## src/rtl/rtc_burst_ctrl.sv

```systemverilog
// Register sequencer for an RTC behind a byte-wise IIC master.
// Burst-reads NUM_REGS registers into a shadow time bus and burst-writes a full time set.
module rtc_burst_ctrl #(
  parameter int unsigned NUM_REGS       = 7,
  parameter logic [6:0]  DEV_ADDR       = 7'h68,
  parameter logic [7:0]  START_ADDR     = 8'h00,
  parameter int unsigned POLL_CYCLES    = 50_000_000,
  parameter int unsigned TIMEOUT_CYCLES = 1_000_000
) (
  input  logic                  sysclk,
  input  logic                  rst,
  input  logic                  set_req,
  input  logic [NUM_REGS*8-1:0] set_data,
  output logic                  set_ready,
  input  logic                  rd_req,
  output logic [NUM_REGS*8-1:0] time_data,
  output logic                  time_valid,
  output logic                  err,
  output logic                  iic_req,
  output logic                  iic_mode,
  output logic [6:0]            iic_addr_divice,
  output logic [7:0]            iic_addr_reg,
  output logic [4:0]            iic_wr_length,
  output logic [4:0]            iic_rd_length,
  output logic [7:0]            iic_wr_data,
  input  logic                  iic_wr_valid,
  input  logic [7:0]            iic_rd_data,
  input  logic                  iic_rd_valid,
  input  logic                  iic_busy,
  input  logic                  iic_done
);

  localparam int unsigned DataW = NUM_REGS * 8;
  localparam int unsigned IdxW  = $clog2(NUM_REGS + 1);
  localparam int unsigned WdW   = (TIMEOUT_CYCLES > 1) ? $clog2(TIMEOUT_CYCLES) : 1;
  localparam logic [IdxW-1:0] IdxFull = IdxW'(NUM_REGS);
  localparam logic [WdW-1:0]  WdLast  = WdW'(TIMEOUT_CYCLES - 1);

  typedef enum logic [2:0] {StIdle, StWrStart, StWrWait, StRdStart, StRdWait} state_e;

  state_e            state_q, state_d;
  logic [IdxW-1:0]   idx_q, idx_d;
  logic [WdW-1:0]    wd_q, wd_d;
  logic              wr_pend_q, wr_pend_d;
  logic              rd_pend_q, rd_pend_d;
  logic [DataW-1:0]  set_buf_q, set_buf_d;
  logic [DataW-1:0]  rd_buf_q, rd_buf_d;
  logic [DataW-1:0]  time_data_q, time_data_d;
  logic              time_valid_q, time_valid_d;
  logic              err_q, err_d;
  logic              iic_req_q, iic_req_d;
  logic              iic_mode_q, iic_mode_d;
  logic              poll_hit;
  logic              rd_trig;
  logic [7:0]        wr_byte;

  if (POLL_CYCLES > 0) begin : g_poll
    localparam int unsigned PollW = (POLL_CYCLES > 1) ? $clog2(POLL_CYCLES) : 1;
    logic [PollW-1:0] poll_cnt_q, poll_cnt_d;

    assign poll_hit = (poll_cnt_q == PollW'(POLL_CYCLES - 1));

    always_comb begin
      poll_cnt_d = poll_hit ? '0 : poll_cnt_q + PollW'(1);
    end

    always_ff @(posedge sysclk) begin
      if (rst) poll_cnt_q <= '0;
      else     poll_cnt_q <= poll_cnt_d;
    end
  end else begin : g_no_poll
    assign poll_hit = 1'b0;
  end

  assign rd_trig = rd_req | poll_hit;

  // Byte idx of the captured set; reads as zero once all bytes are consumed.
  always_comb begin
    wr_byte = 8'h00;
    for (int unsigned k = 0; k < NUM_REGS; k++) begin
      if (idx_q == IdxW'(k)) wr_byte = set_buf_q[8*k +: 8];
    end
  end

  always_comb begin
    state_d      = state_q;
    idx_d        = idx_q;
    wd_d         = wd_q;
    wr_pend_d    = wr_pend_q;
    rd_pend_d    = rd_pend_q | rd_trig;
    set_buf_d    = set_buf_q;
    rd_buf_d     = rd_buf_q;
    time_data_d  = time_data_q;
    time_valid_d = 1'b0;
    err_d        = 1'b0;
    iic_req_d    = 1'b0;
    iic_mode_d   = iic_mode_q;

    if (set_req && !wr_pend_q) begin
      wr_pend_d = 1'b1;
      set_buf_d = set_data;
    end

    unique case (state_q)
      StIdle: begin
        if (!iic_busy) begin
          if (wr_pend_q) begin
            state_d    = StWrStart;
            iic_req_d  = 1'b1;
            iic_mode_d = 1'b0;
          end else if (rd_pend_q) begin
            state_d    = StRdStart;
            iic_req_d  = 1'b1;
            iic_mode_d = 1'b1;
          end
        end
      end
      StWrStart: begin
        idx_d   = '0;
        wd_d    = '0;
        state_d = StWrWait;
      end
      StRdStart: begin
        idx_d     = '0;
        wd_d      = '0;
        rd_pend_d = rd_trig;
        state_d   = StRdWait;
      end
      StWrWait: begin
        if (iic_wr_valid && idx_q != IdxFull) idx_d = idx_q + IdxW'(1);
        if (iic_done) begin
          wr_pend_d = 1'b0;
          err_d     = (idx_d != IdxFull);
          state_d   = StIdle;
        end else if (wd_q == WdLast) begin
          // Write stays pending and is retried from the first byte.
          err_d   = 1'b1;
          state_d = StIdle;
        end else begin
          wd_d = wd_q + WdW'(1);
        end
      end
      StRdWait: begin
        if (iic_rd_valid && idx_q != IdxFull) begin
          for (int unsigned k = 0; k < NUM_REGS; k++) begin
            if (idx_q == IdxW'(k)) rd_buf_d[8*k +: 8] = iic_rd_data;
          end
          idx_d = idx_q + IdxW'(1);
        end
        if (iic_done) begin
          if (idx_d == IdxFull) begin
            time_data_d  = rd_buf_d;
            time_valid_d = 1'b1;
          end else begin
            err_d = 1'b1;
          end
          state_d = StIdle;
        end else if (wd_q == WdLast) begin
          err_d   = 1'b1;
          state_d = StIdle;
        end else begin
          wd_d = wd_q + WdW'(1);
        end
      end
      default: state_d = StIdle;
    endcase
  end

  always_ff @(posedge sysclk) begin
    if (rst) begin
      state_q      <= StIdle;
      idx_q        <= '0;
      wd_q         <= '0;
      wr_pend_q    <= 1'b0;
      rd_pend_q    <= 1'b0;
      set_buf_q    <= '0;
      rd_buf_q     <= '0;
      time_data_q  <= '0;
      time_valid_q <= 1'b0;
      err_q        <= 1'b0;
      iic_req_q    <= 1'b0;
      iic_mode_q   <= 1'b0;
    end else begin
      state_q      <= state_d;
      idx_q        <= idx_d;
      wd_q         <= wd_d;
      wr_pend_q    <= wr_pend_d;
      rd_pend_q    <= rd_pend_d;
      set_buf_q    <= set_buf_d;
      rd_buf_q     <= rd_buf_d;
      time_data_q  <= time_data_d;
      time_valid_q <= time_valid_d;
      err_q        <= err_d;
      iic_req_q    <= iic_req_d;
      iic_mode_q   <= iic_mode_d;
    end
  end

  assign set_ready       = ~wr_pend_q;
  assign time_data       = time_data_q;
  assign time_valid      = time_valid_q;
  assign err             = err_q;
  assign iic_req         = iic_req_q;
  assign iic_mode        = iic_mode_q;
  assign iic_addr_divice = DEV_ADDR;
  assign iic_addr_reg    = START_ADDR;
  assign iic_wr_length   = 5'(NUM_REGS);
  assign iic_rd_length   = 5'(NUM_REGS);
  assign iic_wr_data     = (state_q == StWrWait) ? wr_byte : 8'h00;

endmodule

```

## config.mk

```make
export PLATFORM = sky130hd
export DESIGN_NAME = rtc_burst_ctrl
export DESIGN_NICKNAME = d
export VERILOG_FILES = /design/src/rtl/rtc_burst_ctrl.sv
export SDC_FILE = /design/constraint.sdc
export NUM_CORES = 1
export LEC_CHECK = 0
export CORE_MARGIN = 4
export CORE_UTILIZATION = 45
export CTS_CLUSTER_SIZE = 14
export DETAILED_ROUTE_END_ITERATION = 8
export PLACE_DENSITY = 0.65
export SETUP_SLACK_MARGIN = 0.3
export SYNTH_ARGS = -nofsm -noshare
export SYNTH_HDL_FRONTEND = slang
export SYNTH_SLANG_ARGS = --single-unit
export TNS_END_PERCENT = 1
```

## constraint.sdc

```tcl
create_clock -name sysclk -period 3.4 [get_ports sysclk]
set_input_delay 0.51 -clock sysclk [delete_from_list [all_inputs] [get_ports sysclk]]
set_output_delay 0.51 -clock sysclk [all_outputs]
set_load 0.1 [all_outputs]
```

==> reports/metrics.csv <==
stage,metric,value,unit
outcome,run_status,"complete, no violations",
sta,drv_slew,0,
synthesis,synth_cell_type_count,52,
routing,dr_wl_met2,12800,um
placed_design,place.detailed.hpwl,18300,um
routing,drc,0,
critical_path,reg2reg_depth,5,
floorplanning,dieWidth,157,um
synthesis,yosys.area.top_type_share,45.0,%
layout,drive_above_1_share,8.01,%
floorplanning,start_util,45.9,%
critical_path,critical_path.top_delay_family,compound AO/OA/AOI/OAI gates,
synthesis,synth-async-reset-ratio,0,%
power,cellPowerDensity,477,mW/mm2
clocking,insertion_delay,0.50,ns
synthesis,ys_seq_area_share,45.0,%
global_route,grt_overflow,0,
synthesis,synth_edf_count,0,
clocking,postCtsSetupBuffers,0,
sta,fin_tns_setup,0,ns
critical_path,critical_path_required,2.89,ns
layout,layout_commonest_cell,nand2_1,
sta,setup_viol_count_final,0,
critical_path,reg2reg_from,state_q[2],
clocking,ctsHoldBuffers,0,
sta,period_minus_slack,3.00,ns
layout,final_util,57.3,%
hold_path,min_from,rd_buf_q[1],
global_route,antenna_found_initial,0,
global_route,grt_use_total,21.2,%
critical_path,critPathKind,flip-flop to output port,
critical_path,path_cells,"ha_2, ha_2, or2_4, a211o_1, a31oi_2, a211oi_2, nor3_4, buf_12",
routing,ant_nets,0,
critical_path,cp.arrival,2.49,ns
sta,grt_setup_unrepaired,false,
routing,routed.top_layer,met4,
clocking,cts_sinks,226,
routing,wirelength,26900,um
floorplanning,core,0.0219,mm2
critical_path,crit_path_start_kind,flip-flop,
routing,drt_iter0_drc,471,
placed_design,place.gp.congestion,0.834,
synthesis,synth_area,0.0100,mm2
floorplanning,ios,166,
synthesis,synth-seq-cells,226,
clocking,ctsLongestPathBuffers,3,
sta,tightest_slew,1.10,ns
floorplanning,fp.dieArea,0.0248,mm2
routing,viasPerCell,5.39,
sta,clock.fmax,333,MHz
critical_path,crit_buf_inv,1,
critical_path,rrSetupSlack,0.63,ns
routing,vias,8915,
critical_path,max_stage_delay,0.37,ns
power,p_leak,4.38,nW
global_route,grt_max_degree,91,
layout,area_growth,24.9,%
layout,antenna_cells,0,
synthesis,synthCells,1268,
placed_design,io_buffers,140,
synthesis,synthTopCellsByArea,"dfxtp_1, nand2_1, a21oi_1",
power,p_total,5.99,mW
hold_path,hold_depth,2,
layout,nNetsFinal,1439,
routing,wl_per_cell,16.3,um
hold_path,hp-class,flip-flop to flip-flop,
clocking,cts_made_buffers,25,
synthesis,synth_top_area_cell,dfxtp_1,
sta,slew_headroom,26.1,%
sta,fin_skew,0.00864,ns
critical_path,worstPathMaxFanout,8,
critical_path,cp_common_cell,ha_2,
clocking,cts_tree,done,
job,max_cap_violations,0,
global_route,grt_pass1_vias,8358,
sta,finalHoldViolCount,0,
routing,met1_length,11700,um
clocking,root_buffer,clkbuf_16,
hold_path,min_delay_worst_endpoint,rd_buf_q[1],
floorplanning,die_height,157,um
synthesis,ys_warn_count,0,
synthesis,synthFlopType,dfxtp_1,
clocking,htree_levels,1,
critical_path,endpoint_kind,output port,
sta,finalCritPeriodShare,88.3,%
critical_path,slowest_stage,dfxtp_4,
layout,final_cell_mix,"nand2_1, dfxtp_1, nor2_1",
critical_path,r2r-end,wd_q[17],
synthesis,avgSynthCellArea,7.92,um2
clocking,cts.clk_slew.worst_paths,0.05,ns
power,vdd_ir_drop_max,0.237,mV
global_route,grt_pass1_wl,43400,um
routing,route.met3.wl,1620,um
routing,first_pass_iters,6,
floorplanning,rows,54,
per-stage QoR:
stage | std cells | area (um2) | setup WS (ns) | hold slack, ns
after floorplan | 1291 | 10200 | 0.331 | 0.430
after global placement | 1612 | 11700 | 0.662 | 0.441
after detailed placement | 1612 | 11700 | 0.620 | 0.446
after CTS | 1653 | 12500 | 0.302 | 0.453
after global routing | 1653 | 12500 | 0.301 | 0.468
final | 1653 | 12500 | 0.398 | 0.453
routing by layer:
| layer | up-vias | global-route usage [%] |
|---|---|---|
| met2 | 254 | 35.2 |
| met1 | 4090 | 28.4 |
| met3 | 48 | 3.46 |
| met4 | 0 | 6.76 |
| li1 | 4523 | - |
| met5 | - | 0 |
cells by family (layout without fill, tap and decap cells):
kind of cell               count (synthesis)  after routing  share of synthesized area (%)
muxes                                     30             30                           3.00
other                                      2             25                         0.0748
buffers and inverters                    131            213                           6.20
DFF                                      226            226                           45.0
xor gates and xnor gates                  25             25                           2.18
adders and majority gates                  8              8                          0.997
and+or+nand+nor                          572            572                           25.7
AOI/OAI and AO/OA                        274            274                           16.8
tightest hold or removal path, stage by stage, from the launching register on:
cell and delay, ns:
dfxtp_1 0.30, nand2_1 0.05, a21oi_1 0.05
worst max-delay path by stage:
stage            startpoint              to  slack (ns)  depth (start not counted)
6_report           idx_q[0]  iic_wr_data[1]        0.40                          8
5_1_grt            idx_q[0]  iic_wr_data[1]        0.30                          8
4_1_cts            idx_q[0]  iic_wr_data[1]        0.30                          8
3_5_place_dp   iic_rd_valid   time_data[17]        0.62                          6
3_3_place_gp   iic_rd_valid   time_data[18]        0.66                          6
2_1_floorplan      idx_q[2]  iic_wr_data[4]        0.33                         10
final cells by class:
| cell class | count | area (um2) |
|---|---|---|
| clock buffer | 35 | 743 |
| clock inverter | 6 | 80.1 |
| fill | 2037 | 9340 |
| inverter | 10 | 37.5 |
| multi-input combinational | 934 | 5140 |
| sequential | 226 | 4530 |
| tap | 280 | 350 |
| timing repair buffer | 162 | 1660 |
registers in the layout, indices dropped and copies added, names as in the netlist:
| signal | flops |
|---|---|
| iic_req | 1 |
| time_data | 56 |
| set_buf_q | 56 |
| idx_q | 3 |
| g_poll.poll_cnt_q | 26 |
| iic_mode | 1 |
| time_valid | 1 |
| wd_q | 20 |
| rd_buf_q | 56 |
| rd_pend_q | 1 |
| err | 1 |
| state_q | 3 |
| wr_pend_q | 1 |
what timing repair did:
item	CTS	global route
gates resized for setup	7	10
endpoints found under the hold margin	0	0
pin swaps	1	3
setup endpoints to repair	8	8
power breakdown:
part	internal [mW]	switching, mW
logic	0.172	0.378
registers	2.70	0.0435
clock network	1.66	1.04
cell usage after synthesis (2+ instances only):
cell type / n
or2_2: 2
nand2_1: 242
nand4_1: 11
and4_1: 4
nand3_1: 55
nor4_1: 3
or4b_1: 2
buf_4: 26
o21ai_0: 48
buf_2: 9
and3_1: 35
and2_1: 2
or3_1: 6
a211o_1: 9
a21oi_1: 114
inv_1: 10
xnor2_1: 5
or4_2: 5
dfxtp_1: 226
nor2_1: 150
a211oi_1: 57
or3b_2: 2
nor2b_1: 11
nand3b_1: 11
conb_1: 2
o31ai_1: 6
buf_6: 3
nand2b_1: 3
a311oi_1: 9
buf_1: 11
o311ai_0: 8
mux2i_1: 29
o41ai_1: 7
nor3_1: 21
a31oi_1: 10
ha_1: 8
xor2_1: 20
clkbuf_1: 72
Note: power is estimated with default switching activity, not from simulation.
